## config.mk

```make
export PLATFORM = sky130hd
export DESIGN_NAME = bexkat1_operand_fwd_flat
export DESIGN_NICKNAME = d
export VERILOG_FILES = /design/src/rtl/bexkat1_operand_fwd_pkg.sv /design/src/rtl/bexkat1_operand_fwd_if.sv /design/src/rtl/bexkat1_fwd_mux.sv /design/src/rtl/bexkat1_operand_fwd.sv /design/src/flat_wrapper.sv
export SDC_FILE = /design/constraint.sdc
export NUM_CORES = 1
export LEC_CHECK = 0
export CAP_MARGIN = 20
export CORE_MARGIN = 4
export CORE_UTILIZATION = 45
export DETAILED_ROUTE_END_ITERATION = 16
export DONT_BUFFER_PORTS = 1
export GPL_TIMING_DRIVEN = 0
export PLACE_DENSITY = 0.67
export SKIP_LAST_GASP = 1
export SLEW_MARGIN = 10
export SYNTH_ARGS = -nofsm -noshare
export SYNTH_HDL_FRONTEND = slang
export SYNTH_SLANG_ARGS = --single-unit
```

## constraint.sdc

```tcl
create_clock -name clk_i -period 2.8 [get_ports clk_i]
set_input_delay 0.14 -clock clk_i [delete_from_list [all_inputs] [get_ports clk_i]]
set_output_delay 0.14 -clock clk_i [all_outputs]
set_load 0.01 [all_outputs]
```

## src/rtl/bexkat1_operand_fwd_pkg.sv

```systemverilog
// bexkat1_operand_fwd_pkg: forward-select encoding shared with the hazard detector
package bexkat1_operand_fwd_pkg;
  typedef enum logic [1:0] {FWD_REG, FWD_MEM, FWD_EXE, FWD_WB} fwd_sel_t;
endpackage

```

## src/rtl/bexkat1_operand_fwd_if.sv

```systemverilog
// bexkat1_operand_fwd_if: ID-side inputs, forwarding sources and EXE-side outputs of the ID/EXE stage
interface bexkat1_operand_fwd_if #(parameter int DW = 32, parameter int CW = 32);
  logic [63:0] id_ir;
  logic [DW-1:0] id_data1;
  logic [DW-1:0] id_data2;
  bexkat1_operand_fwd_pkg::fwd_sel_t hazard1;
  bexkat1_operand_fwd_pkg::fwd_sel_t hazard2;
  logic stall;
  logic flush;
  logic [DW-1:0] exe_result;
  logic [DW-1:0] mem_result;
  logic [DW-1:0] wb_result;
  logic [63:0] exe_ir;
  logic [DW-1:0] exe_data1;
  logic [DW-1:0] exe_data2;
  logic [CW-1:0] stall_count;
  logic [CW-1:0] bubble_count;
  modport master (output id_ir, id_data1, id_data2, hazard1, hazard2, stall, flush, exe_result, mem_result, wb_result,
                  input exe_ir, exe_data1, exe_data2, stall_count, bubble_count);
  modport slave (input id_ir, id_data1, id_data2, hazard1, hazard2, stall, flush, exe_result, mem_result, wb_result,
                 output exe_ir, exe_data1, exe_data2, stall_count, bubble_count);
endinterface

```

## src/rtl/bexkat1_fwd_mux.sv

```systemverilog
// bexkat1_fwd_mux: picks one EXE operand from regfile, held WB value or an in-flight result
module bexkat1_fwd_mux import bexkat1_operand_fwd_pkg::*; #(parameter int DW = 32) (
  input  fwd_sel_t        i_sel,
  input  logic [DW-1:0]   i_id_data,
  input  logic            i_hold_valid,
  input  logic [DW-1:0]   i_hold_data,
  input  logic [DW-1:0]   i_exe_result,
  input  logic [DW-1:0]   i_mem_result,
  input  logic [DW-1:0]   i_wb_result,
  output logic [DW-1:0]   o_data
);
  // live results always beat the hold; the hold only replaces the regfile read
  always_comb
    o_data = i_sel == FWD_MEM ? i_mem_result :
             i_sel == FWD_EXE ? i_exe_result :
             i_sel == FWD_WB  ? i_wb_result  :
             i_hold_valid     ? i_hold_data  : i_id_data;
endmodule

```

## src/rtl/bexkat1_operand_fwd.sv

```systemverilog
// bexkat1_operand_fwd: ID/EXE pipeline register with operand forwarding, bubble insertion and stall counters
module bexkat1_operand_fwd import bexkat1_operand_fwd_pkg::*; #(parameter int DW = 32, parameter int CW = 32) (
  input logic clk_i,
  input logic rst_i,
  bexkat1_operand_fwd_if.slave bus
);
  logic [63:0] r_exe_ir;
  logic [DW-1:0] r_exe_data1, r_exe_data2, r_hold_data1, r_hold_data2;
  logic r_hold_valid1, r_hold_valid2;
  logic [CW-1:0] r_stall_count, r_bubble_count;
  logic [DW-1:0] w_fwd1, w_fwd2;
  logic [CW-1:0] w_stall_inc, w_bubble_inc;
  logic w_bubble, w_hold, w_cap1, w_cap2;

  bexkat1_fwd_mux #(.DW(DW)) u_mux1 (.i_sel(bus.hazard1), .i_id_data(bus.id_data1), .i_hold_valid(r_hold_valid1),
    .i_hold_data(r_hold_data1), .i_exe_result(bus.exe_result), .i_mem_result(bus.mem_result),
    .i_wb_result(bus.wb_result), .o_data(w_fwd1));
  bexkat1_fwd_mux #(.DW(DW)) u_mux2 (.i_sel(bus.hazard2), .i_id_data(bus.id_data2), .i_hold_valid(r_hold_valid2),
    .i_hold_data(r_hold_data2), .i_exe_result(bus.exe_result), .i_mem_result(bus.mem_result),
    .i_wb_result(bus.wb_result), .o_data(w_fwd2));

  // flush outranks stall, so a stall only counts and captures when no flush is present
  assign w_bubble = bus.flush | bus.stall;
  assign w_hold = bus.stall & ~bus.flush;
  assign w_cap1 = w_hold & (bus.hazard1 == FWD_WB);
  assign w_cap2 = w_hold & (bus.hazard2 == FWD_WB);
  assign w_stall_inc = &r_stall_count ? r_stall_count : r_stall_count + CW'(1);
  assign w_bubble_inc = &r_bubble_count ? r_bubble_count : r_bubble_count + CW'(1);

  // pipeline, hold and counter registers; any non-stall cycle drops the holds
  always_ff @(posedge clk_i) begin
    if (rst_i) begin
      r_exe_ir <= '0;
      r_exe_data1 <= '0;
      r_exe_data2 <= '0;
      r_hold_valid1 <= 1'b0;
      r_hold_valid2 <= 1'b0;
      r_hold_data1 <= '0;
      r_hold_data2 <= '0;
      r_stall_count <= '0;
      r_bubble_count <= '0;
    end else begin
      r_exe_ir <= w_bubble ? '0 : bus.id_ir;
      r_exe_data1 <= w_bubble ? '0 : w_fwd1;
      r_exe_data2 <= w_bubble ? '0 : w_fwd2;
      r_hold_valid1 <= w_hold & (w_cap1 | r_hold_valid1);
      r_hold_valid2 <= w_hold & (w_cap2 | r_hold_valid2);
      r_hold_data1 <= w_cap1 ? bus.wb_result : r_hold_data1;
      r_hold_data2 <= w_cap2 ? bus.wb_result : r_hold_data2;
      r_stall_count <= w_hold ? w_stall_inc : r_stall_count;
      r_bubble_count <= w_bubble ? w_bubble_inc : r_bubble_count;
    end
  end

  assign bus.exe_ir = r_exe_ir;
  assign bus.exe_data1 = r_exe_data1;
  assign bus.exe_data2 = r_exe_data2;
  assign bus.stall_count = r_stall_count;
  assign bus.bubble_count = r_bubble_count;
endmodule
```

## src/flat_wrapper.sv

```systemverilog
// flat-port wrapper written by rule: the top's interface ports become plain ports
module bexkat1_operand_fwd_flat import bexkat1_operand_fwd_pkg::*;
#(parameter int DW = 32, parameter int CW = 32)
  (clk_i, rst_i, bus_id_ir, bus_id_data1, bus_id_data2, bus_hazard1, bus_hazard2, bus_stall, bus_flush, bus_exe_result, bus_mem_result, bus_wb_result, bus_exe_ir, bus_exe_data1, bus_exe_data2, bus_stall_count, bus_bubble_count);
  bexkat1_operand_fwd_if #(.DW(DW), .CW(CW)) bus_i ();
  input logic clk_i;
  input logic rst_i;
  input wire logic [$bits(bus_i.id_ir)-1:0] bus_id_ir;
  input wire logic [$bits(bus_i.id_data1)-1:0] bus_id_data1;
  input wire logic [$bits(bus_i.id_data2)-1:0] bus_id_data2;
  input wire logic [$bits(bus_i.hazard1)-1:0] bus_hazard1;
  input wire logic [$bits(bus_i.hazard2)-1:0] bus_hazard2;
  input wire logic [$bits(bus_i.stall)-1:0] bus_stall;
  input wire logic [$bits(bus_i.flush)-1:0] bus_flush;
  input wire logic [$bits(bus_i.exe_result)-1:0] bus_exe_result;
  input wire logic [$bits(bus_i.mem_result)-1:0] bus_mem_result;
  input wire logic [$bits(bus_i.wb_result)-1:0] bus_wb_result;
  output wire logic [$bits(bus_i.exe_ir)-1:0] bus_exe_ir;
  output wire logic [$bits(bus_i.exe_data1)-1:0] bus_exe_data1;
  output wire logic [$bits(bus_i.exe_data2)-1:0] bus_exe_data2;
  output wire logic [$bits(bus_i.stall_count)-1:0] bus_stall_count;
  output wire logic [$bits(bus_i.bubble_count)-1:0] bus_bubble_count;
  assign bus_i.id_ir = bus_id_ir;
  assign bus_i.id_data1 = bus_id_data1;
  assign bus_i.id_data2 = bus_id_data2;
  assign bus_i.hazard1 = bus_hazard1;
  assign bus_i.hazard2 = bus_hazard2;
  assign bus_i.stall = bus_stall;
  assign bus_i.flush = bus_flush;
  assign bus_i.exe_result = bus_exe_result;
  assign bus_i.mem_result = bus_mem_result;
  assign bus_i.wb_result = bus_wb_result;
  assign bus_exe_ir = bus_i.exe_ir;
  assign bus_exe_data1 = bus_i.exe_data1;
  assign bus_exe_data2 = bus_i.exe_data2;
  assign bus_stall_count = bus_i.stall_count;
  assign bus_bubble_count = bus_i.bubble_count;
  bexkat1_operand_fwd #(.DW(DW), .CW(CW)) u_core (.clk_i(clk_i), .rst_i(rst_i), .bus(bus_i));
endmodule
```

After elaboration in Yosys (flattened, before gate mapping):

Index checks and enable logic that the tools add are counted.

* register bits after elaboration: 258
* input port bits: 232
* output and inout bits: 192
* word-level logic and storage cells: 41

* $add $sub $neg: 2
* equality and inequality tests: 6
* multiplexer cells: 8
* bitwise logic cells: 11
* reduce and logical (&&, ||, !) cells: 5

Operators by type and width (count)
* $mux 32: 8
* $add 32x1->32 const B: 2
* $reduce_and 32->1: 2
* $eq 2x2->1 const B: 4
* $and 1x1->1: 5
* $eq 2x1->1 const B: 2
* $reduce_and 2->1: 2
* $not 1->1: 3
* $or 1x1->1: 3
* $reduce_or 2->1: 1

Longest topological paths before layout:

* depth in word-level cells: 5
* mapped depth: 8
* gate-level depth less buffers: 6

By module:

From an unflattened synthesis, not the netlist that was laid out.

* cell total of the unflattened synthesis: 1112
* area, all modules: 11488.5 um2

Modules (own cells, without submodules)
* bexkat1_operand_fwd: times used 1, cells an instance 962, area an instance 8896.0 um2, sequential area each 5165.0 um2
* bexkat1_fwd_mux: times used 2, cells an instance 75, area an instance 1296.2 um2, sequential area each 0.0 um2

Worst setup path before layout:

OpenSTA, ideal clock, no wires.

* path type: reg2reg
* from: reg u_core.r_bubble_count[0], in the netlist u_core.bus.bubble_count[0]
* to: reg u_core.r_bubble_count[21], in the netlist u_core.bus.bubble_count[21]
* library setup time: 121 ps
* arrival: 1937 ps
* required time: 2679 ps
* slack: 743 ps
* stages on the path, launching flop included: 8
* clock period less this slack: 2057 ps
* cell sequence: dfxtp_1 ha_1 and4_1 and4_1 a21o_1 buf_4 nor4_1 mux2_2

* word-level cells in the longest chain between the ends: 3
* elaborated cells between the ends (all ways): 4

RTL lines
* start: declaration: line bexkat1_operand_fwd.sv:10 `logic [CW-1:0] r_stall_count, r_bubble_count;`
* start signal: assignment: line bexkat1_operand_fwd.sv:51 `r_bubble_count <= w_bubble ? w_bubble_inc : r_bubble_count;`
* branches (longest 3 deep; another with $add 32x1->32)

Several ways; the timed one is not identified.
A chain may end at the register's enable or synchronous reset.

Worst setup path after layout:

* from: reg u_core.r_bubble_count[0], in the netlist u_core.bus.bubble_count[0]
* to: reg u_core.r_bubble_count[28], in the netlist u_core.bus.bubble_count[28]

The elaborated chain is that of the path after synthesis.

==> key figures <==
Worst setup path
  • Worst R2R Setup Slack: 0.34 ns
  • Crit Reg-Reg Endpoint: u_core.bus.bubble_count[28]
  • CP Capture Type: flop
  • Worst path required time: 3.22 ns
  • Crit-path cells: ha_1 -> and4_1 -> nand4_2 -> nor4_4 -> nand4_1 -> mux2_1
  • Slowest cell on crit path: dfxtp_1
  • Worst-path fanout max: 7
  • Family with the most delay on the worst path: simple AND/OR/NAND/NOR gates
  • Startpoint type of the worst setup path: flop
  • RR Startpoint: u_core.bus.bubble_count[0]
  • CP peak stage delay: 0.53 ns
  • WP buf/inv: 0
  • CP arrival: 2.89 ns
  • Worst reg2reg path depth: 6
  • Crit Path Class: reg2reg

Yosys
  • Synthesized area per cell: 9.06 µm²
  • Number of enable flip-flop cells after synthesis: 0
  • Mapped Cells: 1248
  • Cell accounting for the most synthesized area: dfxtp_1
  • Main synth FF type: dfxtp_1
  • Area share of the largest cell type after synthesis: 0.457
  • Ys async rst share: 0
  • Syn_nets: 1482
  • Synth unique cells: 56
  • Synth top area cells: dfxtp_1 (46%), mux2i_1 (11%), a211oi_1 (8.6%)
  • Post-synthesis cell area: 11300 µm²
  • Register area share after synthesis: 0.457
  • YS warnings: 0
  • Synth Register Bits: 258

Pwr
  • P per Cell Area: 584 nW/µm²
  • Peak VDD IR: 0.448 mV
  • Static Leak: 5.34 nW

Floorplan
  • IO Count: 424
  • Area of the die: 27700 µm²
  • Core region area: 24500 µm²
  • Cell Rows: 57
  • DIE WIDTH: 166 µm
  • Initial Utilization: 0.461
  • Die Height: 166 µm

Clock network
  • H-tree lvl count: 1
  • Clock latency on the worst-skew pair: 0.54 ns
  • Worst-path clk slew: 0.06 ns
  • Clock sinks: 258
  • Post-CTS Setup Bufs: 0
  • CTS root buf: clkbuf_16
  • CTS tree: yes
  • Number of CTS-inserted buffers: 28
  • Maximum buffer depth of the clock tree: 3

Hold path
  • Tightest Hold Check Type: in2reg
  • Hold path depth: 3
  • Hold path endpoint: u_core.r_hold_data2[31]
  • Hold_sp: bus_hazard2[0]

STA
  • Final Max Slew Viols: 0
  • Post-layout min period: 2.46 ns
  • Final period utilization: 0.879
  • Final hold viol count: 0
  • TNS Setup: 0 ns
  • Slew HR: 0.333
  • Peak Freq: 406 MHz
  • Final setup fails: 0
  • Layout Skew: 0.0101 ns
  • Worst-Margin Slew: 1.00 ns
  • Setup repair after global routing missed its margin: no

Detailed routing
  • Via Count: 10854
  • WL/cell: 24.0 µm
  • WL final: 43900 µm
  • Pre-Repair DR Iteration Count: 5
  • Final ANT Viol Nets: 0
  • DRC: 0
  • DR iter-0 viols: 977
  • Via/cell ratio: 5.95

Global route
  • First-pass GRT wire length: 65900 µm
  • Pin count of the biggest net entering global routing: 16
  • Vias in the first global route: 11155
  • Initial antenna violation count: 6
  • Total global routing overflow: 0
  • Total Routing Usage GR: 0.297

Placement
  • Cell Area, Placed: 11700 µm²
  • Routability cong.: 0.873
  • Final HPWL from detailed placement: 29400 µm
  • I/O Buffers: 0

Cells and area
  • Layout cell share with drive strength beyond 1: 0.0521
  • Final instance area: 14700 µm²
  • Final net count: 1712
  • Syn-to-layout area delta: 30.1%

Status
  • Status: complete, no violations

Flow run
  • Max-Cap Viols: 0
## state kept, by name, summed over array words and instances (netlist names)
signal                   cells
u_core.bus.stall_count      32
u_core.bus.bubble_count     32
u_core.bus.exe_data2        32
u_core.r_hold_data2         32
u_core.r_hold_valid2         1
u_core.bus.exe_data1        32
u_core.bus.exe_ir           64
u_core.r_hold_valid1         1
u_core.r_hold_data1         32
## worst max path at each step
| stage | start | end | slack [ns] | cells after the start |
|---|---|---|---|---|
| after floorplan | u_core.bus.bubble_count[0] | u_core.bus.bubble_count[21] | 0.74 | 7 |
| after global placement | bus_hazard2[1] | u_core.bus.exe_data2[6] | 0.27 | 5 |
| after global routing | u_core.bus.bubble_count[0] | u_core.bus.bubble_count[28] | 0.17 | 6 |
| after detailed placement | bus_hazard2[1] | u_core.bus.exe_data2[6] | 0.28 | 5 |
| final | u_core.bus.bubble_count[0] | u_core.bus.bubble_count[28] | 0.34 | 6 |
| after CTS | u_core.bus.bubble_count[0] | u_core.bus.bubble_count[28] | 0.35 | 6 |
## cell usage in the layout, fill, tap and decap left out, types with 7 or more instances in the layout
cell and n:
and3_1 7, nor2_1 104, buf_2 8, nand3_1 16, and4_1 10, mux2_1 7
or4_1 9, nor4_1 12, clkbuf_16 29, a21oi_1 98, a211oi_1 129, buf_1 10
xnor2_1 7, nor2b_1 9, o31ai_1 8, mux2i_1 129, o21ai_0 14, clkbuf_1 77
and2_1 68, o21ai_1 9, nand4_1 14, nand2_1 156, dfxtp_1 258, dlygate4sd3_1 199
or3_1 19, xor2_1 13
## synthesized netlist by cell type, types with 13 or more instances
master	instances
a211oi_1	129
a21oi_1	98
and2_1	68
clkbuf_1	72
dfxtp_1	258
mux2i_1	129
nand2_1	156
nand3_1	16
nand4_1	14
nor2_1	104
o21ai_0	14
or3_1	19
xor2_1	13
## layout make-up
cell class / instances / area (µm²)
Antenna cell: 3 / 7.51
Buffer: 95 / 397
Clock buffer: 39 / 813
Clock inverter: 11 / 171
Fill cell: 2071 / 9830
Inverter: 6 / 22.5
Multi-Input combinational cell: 889 / 5720
Sequential cell: 258 / 5160
Tap cell: 324 / 405
Timing Repair Buffer: 200 / 2000
## metal layers
| metal | GRT usage | part of all wire | up-vias |
|---|---|---|---|
| li1 | - | - | 4928 |
| met1 | 0.355 | 0.39 | 5152 |
| met2 | 0.504 | 0.48 | 628 |
| met3 | 0.0879 | 0.094 | 140 |
| met4 | 0.113 | 0.041 | 6 |
| met5 | 0 | 0.00089 | - |
## kinds of logic (layout without fill, tap and decap cells)
logic type                 count (synthesis)  count (layout)  share of synthesized area
xor gates and xnor gates                  20              20                     0.0155
other                                      0               3                          0
and+or+nand+nor                          454             454                      0.204
buffers and inverters                    101             351                     0.0371
AOI/OAI and AO/OA                        276             276                      0.161
muxes                                    137             137                      0.122
DFF                                      258             258                      0.457
adders and majority gates                  2               2                    0.00221
## tightest hold or removal path, delay by kind of cell
| family | cells | cell delay [ns] |
|---|---|---|
| compound gates | 1 | 0.05 |
| simple gates | 2 | 0.29 |
## stage by stage
| stage | hold WS, ns | power (mW) | worst slack (ns) | util | std cells |
|---|---|---|---|---|---|
| after floorplan | 0.262 | 4.26 | 0.743 | - | 1248 |
| after global placement | 0.262 | 4.41 | 0.273 | 0.477 | 1572 |
| after detailed placement | 0.265 | 4.42 | 0.275 | 0.478 | 1573 |
| after CTS | 0.00223 | 8.58 | 0.352 | 0.599 | 1822 |
| after global routing | 0.0125 | 8.82 | 0.171 | 0.599 | 1825 |
| final | 0.000538 | 8.59 | 0.338 | 0.599 | 1825 |
## report_power, final
part	switching [mW]	internal (mW)
sequential	0.0834	3.75
clock	1.57	2.40
combinational	0.429	0.352
total	2.08	6.50
## timing repair
item,CTS,global route
hold buffers,199,0
hold endpoints to repair,197,0
resized for setup,0,0
Note: power is estimated with default switching activity, not from simulation.
